[config.mk]
export PLATFORM = sky130hd
export DESIGN_NAME = rr_arb_wrr
export DESIGN_NICKNAME = d
export VERILOG_FILES = /design/src/rtl/rr_arb_wrr.sv
export SDC_FILE = /design/constraint.sdc
export NUM_CORES = 1
export LEC_CHECK = 0
export CAP_MARGIN = 25
export CORE_MARGIN = 4
export CORE_UTILIZATION = 55
export DETAILED_ROUTE_END_ITERATION = 6
export PLACE_DENSITY = 0.84
export SKIP_LAST_GASP = 1
export SLEW_MARGIN = 5
export SYNTH_ARGS = -nofsm -noshare
export SYNTH_HDL_FRONTEND = slang
export SYNTH_SLANG_ARGS = --single-unit
[constraint.sdc]
create_clock -name clk -period 8.95 [get_ports clk]
set_clock_uncertainty 0.2 [all_clocks]
set_input_delay 1.3425 -clock clk [delete_from_list [all_inputs] [get_ports clk]]
set_output_delay 1.3425 -clock clk [all_outputs]
set_load 0.005 [all_outputs]
[src/rtl/rr_arb_wrr.sv]
// Weighted round-robin arbiter: registered one-hot ack, bursts of weight+1.
// Define RR_ARB_WRR_HIPRI_EN to add the hipri port and a strict-priority class 0.
module rr_arb_wrr #(
  parameter int NUM_OF_INPUT = 32,
  parameter int INPUT_NBITS  = $clog2(NUM_OF_INPUT),
  parameter int WEIGHT_NBITS = 4
) (
  input  logic                                 clk,
  input  logic                                 rst,
  input  logic [NUM_OF_INPUT-1:0]              req,
  input  logic                                 en,
`ifdef RR_ARB_WRR_HIPRI_EN
  input  logic [NUM_OF_INPUT-1:0]              hipri,
`endif
  input  logic [NUM_OF_INPUT*WEIGHT_NBITS-1:0] weight,
  output logic [NUM_OF_INPUT-1:0]              ack,
  output logic [INPUT_NBITS-1:0]               sel,
  output logic                                 gnt
);

  localparam int N  = NUM_OF_INPUT;
  localparam int IW = INPUT_NBITS;
  localparam int W  = WEIGHT_NBITS;

  typedef enum logic {IDLE, OWN} state_t;

  state_t         state, state_n;
  logic [IW-1:0]  arb, arb_n;
  logic [IW-1:0]  harb, harb_n;
  logic           cls_hi, cls_hi_n;
  logic [W-1:0]   cnt, cnt_n;
  logic [N-1:0]   ack_n;
  logic [IW-1:0]  sel_n;
  logic           gnt_n;

  logic [N-1:0]   hreq;
  logic [N-1:0]   lreq;
  logic [IW:0]    hp;
  logic [IW:0]    lp;
  logic [IW-1:0]  hold;
  logic           cont;
  logic           take;
  logic [IW-1:0]  win;

`ifdef RR_ARB_WRR_HIPRI_EN
  assign hreq = req & hipri;
`else
  assign hreq = '0;
`endif
  assign lreq = req & ~hreq;

  // {found, index}: first request after p, wrapping, p itself last
  function automatic logic [IW:0] pick(
    input logic [N-1:0]  r,
    input logic [IW-1:0] p
  );
    logic [IW:0] res;
    int k;
    res = '0;
    for (int i = 1; i <= N; i++) begin
      k = int'(p) + i;
      if (k >= N) k = k - N;
      if (!res[IW] && r[k]) res = {1'b1, k[IW-1:0]};
    end
    return res;
  endfunction

  assign hp   = pick(hreq, harb);
  assign lp   = pick(lreq, arb);
  assign hold = cls_hi ? harb : arb;

  // a low-class burst yields as soon as any high-class request shows up
  assign cont = (state == OWN) &&
                (cls_hi ? hreq[harb]
                        : (req[arb] && (hreq == '0)));

  always_comb begin
    state_n  = state;
    arb_n    = arb;
    harb_n   = harb;
    cls_hi_n = cls_hi;
    cnt_n    = cnt;
    sel_n    = sel;
    ack_n    = '0;
    gnt_n    = 1'b0;
    take     = 1'b0;
    win      = '0;
    if (en) begin
      if (cont) begin
        take  = 1'b1;
        win   = hold;
        cnt_n = cnt - W'(1);
        if (cnt == W'(1)) state_n = IDLE;
      end else if (hp[IW]) begin
        take     = 1'b1;
        win      = hp[IW-1:0];
        harb_n   = win;
        cls_hi_n = 1'b1;
      end else if (lp[IW]) begin
        take     = 1'b1;
        win      = lp[IW-1:0];
        arb_n    = win;
        cls_hi_n = 1'b0;
      end else begin
        cnt_n   = '0;
        state_n = IDLE;
      end
      if (take && !cont) begin
        cnt_n   = weight[int'(win)*W +: W];
        state_n = (cnt_n != '0) ? OWN : IDLE;
      end
      if (take) begin
        ack_n = N'(1) << win;
        sel_n = win;
        gnt_n = 1'b1;
      end
    end
  end

  always_ff @(posedge clk or posedge rst) begin
    if (rst) begin
      state  <= IDLE;
      arb    <= '0;
      harb   <= '0;
      cls_hi <= 1'b0;
      cnt    <= '0;
      ack    <= '0;
      sel    <= '0;
      gnt    <= 1'b0;
    end else begin
      state  <= state_n;
      arb    <= arb_n;
      harb   <= harb_n;
      cls_hi <= cls_hi_n;
      cnt    <= cnt_n;
      ack    <= ack_n;
      sel    <= sel_n;
      gnt    <= gnt_n;
    end
  end

endmodule

# Yosys cells after proc, flatten, opt, wreduce, memory -nomap -nowiden
# Memory sizes are Yosys's and may differ from the RTL's.
# Cells that the tools add are included.
dict set report op_classes {
  addsub 129
  order_cmp 130
  n_eq_ne 4
  n_shift 2
  mux 317
  n_bitwise 2
  n_reduce_logical 135
}
# cell count
set op_table {}
lappend op_table {{two-way mux 32 bit} 66}
lappend op_table {{less-than comparator 32 x 7 -> 1 bit (second input constant)} 64}
lappend op_table {{subtractor 6 x 6 -> 7 bit (second input constant)} 62}
lappend op_table {{two-way mux 6 bit} 64}
lappend op_table {{>= comparator 6 bit (second input constant)} 62}
lappend op_table {{adder 5 x 5 -> 6 bit (second input constant)} 32}
lappend op_table {{binary-select mux 1 bit (select 5 bit)} 33}
lappend op_table {{two-way mux 1 bit} 145}
lappend op_table {{variable part select 128 x 8 -> 4 bit} 1}
lappend op_table {{adder 5 x 4 -> 6 bit (second input constant)} 16}
lappend op_table {{logical AND 1 bit} 64}
lappend op_table {{logical NOT 1 bit} 63}
lappend op_table {{adder 5 x 3 -> 6 bit (second input constant)} 8}
lappend op_table {{left shift 1 x 5 -> 32 bit (first input constant)} 1}
lappend op_table {{two-way mux 5 bit} 5}
lappend op_table {{adder 5 x 2 -> 6 bit (second input constant)} 4}
lappend op_table {{two-way mux 4 bit} 4}
lappend op_table {{subtractor 7 x 6 -> 8 bit (second input constant)} 2}
lappend op_table {{adder 5 x 6 -> 7 bit (second input constant)} 2}
lappend op_table {{>= comparator 7 x 6 -> 1 bit (second input constant)} 2}
lappend op_table {{adder 5 x 1 -> 6 bit (second input constant)} 2}
lappend op_table {{less-than comparator 5 x 6 -> 1 bit (second input constant)} 2}
lappend op_table {{inequality test 3 x 1 -> 1 bit (second input constant)} 3}
lappend op_table {{AND reduction 3 bit} 3}
lappend op_table {{7 further kinds} 9}
dict set report totals {
  register_bits 54
  mem_bits_ro 1056
  input_bits 163
  memories 33
}
# memory words word_bits rd rd_clocked_by_memory_dff wr line_no
set mem_list {}
lappend mem_list {{(no name shown)} 32 1 1 0 0 74} ;# (cls_hi ? hreq[harb]
lappend mem_list {{(no name shown)} 32 1 1 0 0 63} ;# if (!res[IW] && r[k]) res = {1'b1, k[IW-1:0]};
lappend mem_list {{(no name shown)} 32 1 1 0 0 63}
lappend mem_list {{(no name shown)} 32 1 1 0 0 63}
lappend mem_list {{(no name shown)} 32 1 1 0 0 63}
lappend mem_list {{(no name shown)} 32 1 1 0 0 63}
lappend mem_list {{+27 memories} - - - - - -}

# Logic depth before layout (Yosys ltp)
dict set report depth {
  ltp_word 108
  depth_mapped 33
}

# Worst setup path before layout
# No wires, ideal clock.
dict set report synth_path {
  path_type {register -> register}
  from {register arb[0]}
  to {register state}
  setup_time_ps 123
  t_arrival_ps 6776
  required_time_ps 8627
  path_slack_ps 1851
  path_stages_with_launch 28
  n_path_buf 8
  synth_period_minus_slack_ps 7099
  cell_sequence {dfrtp_1 inv_2 buf_6 buf_6 buf_6 buf_4 buf_1 ha_1 buf_6 buf_6 mux2_1 mux2_4 mux2_2 mux4_2 nand2b_1 buf_2 or4b_4 or4_1 o22a_1 o211ai_1 o2111a_1 nor4_1 o32ai_4 or2_2 nor3_1 or4_1 nor4b_2 o21ai_1}
}
dict set report synth_between {
  elab_chain_len 108
  word_cells_on_any_way 342
  cone_classes {add/sub (64); order compare (32); eq/ne (3); shift (1); mux (175); reduce/logical (67)}
}
# element line_no
set synth_lines {}
lappend synth_lines {{start: declaration} 28} ;# logic [IW-1:0] arb, arb_n;
lappend synth_lines {{start signal: assignment} 132} ;# arb <= arb_n;
lappend synth_lines {{adder 5 x 1 -> 6 bit} 61} ;# k = int'(p) + i;
lappend synth_lines {{subtractor 6 x 6 -> 7 bit / >= comparator 6 bit (equally long branches)} 62} ;# if (k >= N) k = k - N;
lappend synth_lines {{two-way mux 32 bit} 62}
lappend synth_lines {{binary-select mux 1 bit (select 5 bit)} 63}
lappend synth_lines {{two-way mux 1 bit (implied by the code) (2 in a row)} 63}
lappend synth_lines {{two-way mux 6 bit} 63}
lappend synth_lines {{logical NOT 1 bit} 63}
lappend synth_lines {{logical AND 1 bit} 63}
lappend synth_lines {{(+91 left out)} -}
lappend synth_lines {{two-way mux 5 bit} 99} ;# end else if (lp[IW]) begin
lappend synth_lines {{two-way mux 5 bit} 94} ;# end else if (hp[IW]) begin
lappend synth_lines {{two-way mux 5 bit} 89} ;# if (cont) begin
lappend synth_lines {{two-way mux 5 bit} 88} ;# if (en) begin
lappend synth_lines {{variable part select 128 x 8 -> 4 bit} 109} ;# cnt_n = weight[int'(win)*W +: W];
lappend synth_lines {{nonzero test 4 bit} 110} ;# state_n = (cnt_n != '0) ? OWN : IDLE;
lappend synth_lines {{two-way mux 1 bit} 110}
lappend synth_lines {{two-way mux 1 bit} 108} ;# if (take && !cont) begin
lappend synth_lines {{end signal: assignment} 131} ;# state <= state_n;
lappend synth_lines {{end: declaration} 27} ;# state_t state, state_n;
# Parallel ways exist; a longest one is shown, timed or not. The select of a mux whose other input is x is not followed.
# A chain may end at the register's enable or synchronous reset.

# Worst setup path after layout
dict set report layout_path {
  from {input port req[13]}
  to {register cnt[2]}
}
dict set report layout_between {
  elab_chain_len 104
  word_cells_on_any_way 210
  cone_classes {eq/ne (2); shift (1); mux (141); reduce/logical (66)}
}
# element line_no
set layout_lines {}
lappend layout_lines {{start: declaration} 10} ;# input logic [NUM_OF_INPUT-1:0] req,
lappend layout_lines {{branches (longest 104 deep; another with two-way mux 6 bit)} -}
lappend layout_lines {{end signal: assignment} 135} ;# cnt <= cnt_n;
lappend layout_lines {{end: declaration} 31} ;# logic [W-1:0] cnt, cnt_n;
# Parallel ways; which one is timed is not known. The select of a mux whose other input is x is not followed.

==> impl_metrics.json <==
{
  "status": "complete, but fails checks",
  "violations": "design-rule violations",
  "r2r-start": "arb[1]$_DFFE_PP0P_",
  "worstMarginPinSlew_ns": 0.972,
  "synthesis.nets": 1381,
  "routed_wirelength_um": 44800,
  "antenna_cells": 0,
  "tritoncts": "built",
  "drv_cap": 0,
  "drv_slew": 0,
  "finalSetupViolCount": 0,
  "synthDistinctLibCells": 91,
  "share_of_final_layout_standard_cells_stronger_than_drive_strength_1": 0.172,
  "syn-cell-area_mm2": 0.0104,
  "delay_contributed_by_the_slowest_stage_of_the_critical_path_ns": 0.75,
  "detailroute.via_count": 11800,
  "nFillCells": 1443,
  "drt_iter0_drc": 1863,
  "number_of_global_route_vias_before_repair": 11300,
  "multi_input_area_mm2": 0.00861,
  "synth_cells": 1203,
  "crit_type": "in -> reg",
  "firstDrtPassIters": 7,
  "cts_hold_buffers": 0,
  "ys_ff_latch": 48,
  "postSynth.asyncResetShare": 1.00,
  "clock_insertion_delay_worst_skew_ns": 0.29,
  "netlist.top_cell.by_area": "mux4_2",
  "level_count_of_the_clock_h_tree": 2,
  "dieArea_mm2": 0.0211,
  "min_delay_worst_endpoint": "sel[2]$_DFFE_PP0P_",
  "number_of_antenna_violations_at_the_first_check_in_global_routing": 2,
  "hold_path.startpoint": "sel[2]$_DFFE_PP0P_",
  "crit_end_element": "flop",
  "postRouteAntennaNets": 0,
  "global_route.usage.total": 0.403,
  "final-seq-area_mm2": 0.00120,
  "port_buffers": 200,
  "clk_root_buffer_cell": "clkbuf_16",
  "rsz0062_at_grt": "false",
  "timing.reg2reg.setup_slack_ns": 0.98,
  "number_of_vias_per_cell_after_detailed_routing": 7.39,
  "fin_crit_sh": 0.904,
  "wire_per_inst_um": 28.1,
  "clock_path_buffers": 2,
  "clkSlewWorstSetupHoldPaths_ns": 0.06,
  "pin_count": 201,
  "place.detailed.hpwl_um": 35600,
  "cts_resized": 0,
  "worstHoldPathType": "reg -> reg",
  "tritoncts.num_buffers": 5,
  "hold_depth": 2,
  "syn_to_final_growth_pct": 21.9,
  "timing.critical_path.fanout_max": 37,
  "final-hold-violation-count": 0,
  "grt_first_pass_wirelength_um": 67200,
  "num_rows": 49,
  "critical_path.reg2reg.endpoint": "state$_DFFE_PP0P_",
  "grt_max_degree": 49,
  "post-route-min-period_ns": 8.09,
  "crit_path_cell_trace": "clkdlybuf4s50_1 > nor2b_1 > a2111oi_0 > a211o_1 > o22ai_1 > a2111oi_2 > nand2_1 > or4_1 > o31ai_1 > nor4b_1 > nand4_1 > and2_4 > buf_4 > mux2_2 > a211oi_1 > o311ai_1 > a31o_1 > a22o_1",
  "worstPathRequired_ns": 8.93,
  "cp_data_arrival_time_ns": 8.07,
  "critical-path-slowest-cell": "or4_1",
  "grt_overflow_total": 0,
  "maximum_clock_rate_mhz": 124,
  "cts.sink_count": 48,
  "core_mm2": 0.0183,
  "count_of_flip_flops_with_a_built_in_enable_after_synthesis": 0,
  "layout.core_utilization": 0.693,
  "num-nets-final": 1540,
  "post-route-drc-count": 2,
  "dieHeight_um": 145,
  "floorplan.initialDensity": 0.568,
  "yosysWarnings": 0,
  "slew_headroom": 0.347,
  "synth_top_cells_by_area": "mux4_2 (16%), mux2i_1 (14%), dfrtp_1 (12%), mux2_2 (7.6%), nand2_1 (4.2%)",
  "synth_top_cell_area_share": 0.161,
  "gp_congestion": 1.06,
  "ys.flop_type": "dfrtp_1",
  "worstSetupStartpointType": "input pin",
  "synth.yosys.seq_area_share": 0.116,
  "fin_tns_setup_ns": 0,
  "postCtsSetupRepairBufs": 0,
  "fp.dieW_um": 145,
  "timing.reg2reg.worst_path_depth": 21,
  "post_synth.cell_area_avg_um2": 8.63
}
[worst max-delay path: cells and delay by family]
family | cells | cell delay (ns)
buffers and inverters | 2 | 1.07
AOI/OAI and AO/OA | 9 | 2.91
and+or+nand+nor | 6 | 2.32
muxes | 1 | 0.38
[cell usage after synthesis, drive strengths merged (7+ instances only)]
| cell | n |
|---|---|
| a31oi | 9 |
| inv | 24 |
| nand3 | 46 |
| or3 | 11 |
| and2 | 11 |
| nor2b | 16 |
| o221ai | 7 |
| a21oi | 56 |
| o211ai | 15 |
| xnor2 | 26 |
| nand2 | 116 |
| nor3 | 41 |
| o21ai | 36 |
| mux2 | 77 |
| a211o | 8 |
| mux4 | 74 |
| a2111oi | 11 |
| o21a | 8 |
| nor2 | 111 |
| dfrtp | 48 |
| buf | 52 |
| nor4 | 20 |
| nand4 | 14 |
| a22oi | 7 |
| a211oi | 21 |
| mux2i | 144 |
| and3 | 9 |
| o22ai | 13 |
| ha | 15 |
| nand2b | 14 |
| or2 | 8 |
| clkbuf | 34 |
[registers in the layout, indices dropped and copies added (netlist names)]
name   count
cnt        4
sel        5
state      1
gnt        1
ack       32
arb        5
[area by class of cell]
cell class	instances	share of cell area
repair buffers	238	0.183
clock buffers	6	0.0110
inverters	26	0.00771
flip-flops and latches	48	0.0952
multi-input cells	1043	0.680
clock inverters	2	0.000791
well taps	229	0.0226
[cells by family after synthesis]
family                     count (synthesis)  synth area share
and+or+nand+nor                          440             0.216
muxes                                    295             0.385
AOI/OAI and AO/OA                        262             0.182
buffers and inverters                    112            0.0571
DFF                                       48             0.116
xor gates and xnor gates                  31            0.0262
adders and majority gates                 15            0.0181
[worst max path at each step]
stage,end,from,cells after the start
final,cnt[2]$_DFFE_PP0P_,req[13],18
after detailed placement,state$_DFFE_PP0P_,req[13],19
after floorplan,state$_DFFE_PP0P_,arb[0]$_DFFE_PP0P_,27
after global routing,state$_DFFE_PP0P_,arb[1]$_DFFE_PP0P_,21
after global placement,state$_DFFE_PP0P_,req[0],18
after CTS,state$_DFFE_PP0P_,arb[1]$_DFFE_PP0P_,19
[placed cells by master, fill, tap and decap left out, types with 5 or more instances in the layout]
master,Yosys,layout
or3_1,11,11
xor2_1,5,5
a31oi_1,9,9
a22o_1,5,5
clkbuf_16,0,5
and3_1,9,9
a221oi_1,5,5
nand2b_1,14,14
mux2i_1,141,141
nor2_1,111,111
a22oi_1,7,7
nand4_1,13,13
a21boi_0,6,6
nor4_1,17,17
mux2_2,70,70
ha_1,15,14
nor2b_1,16,16
xnor2_1,26,25
o22ai_1,13,13
inv_1,23,22
clkdlybuf4s50_1,0,200
dfrtp_1,48,47
and2_1,11,10
a211oi_1,21,21
o21ai_0,35,35
buf_4,3,36
o211ai_1,15,15
nand2_1,115,115
a21oi_1,53,53
o21a_1,8,8
a2111oi_0,10,10
nand3_1,44,44
mux4_2,74,74
or2_2,7,7
a211o_1,8,8
o221ai_1,7,7
nor3_1,40,40
[per-layer routing]
| metal | global-route usage | wire length (um) | vias to the layer above |
|---|---|---|---|
| met3 | 0.0947 | 5440 | 232 |
| met1 | 0.518 | 16300 | 5565 |
| met2 | 0.644 | 20100 | 977 |
| li1 | - | - | 4984 |
| met4 | 0.191 | 2960 | 4 |
| met5 | 0 | 27 | - |
[metrics by stage]
step | setup WS [ns] | cells | cell area [um2] | hold slack [ns]
floorplan | 1.85 | 1203 | 10400 | 0.270
global placement | 1.02 | 1581 | 12500 | 0.261
detailed placement | 0.894 | 1581 | 12500 | 0.277
CTS | 1.14 | 1589 | 12600 | 0.292
global route | 0.624 | 1592 | 12700 | 0.312
finish | 0.859 | 1592 | 12700 | 0.294
Power is left out: the tool's default activity adds up to more than one toggle a clock period on the data nets, which glitch-free logic cannot reach.
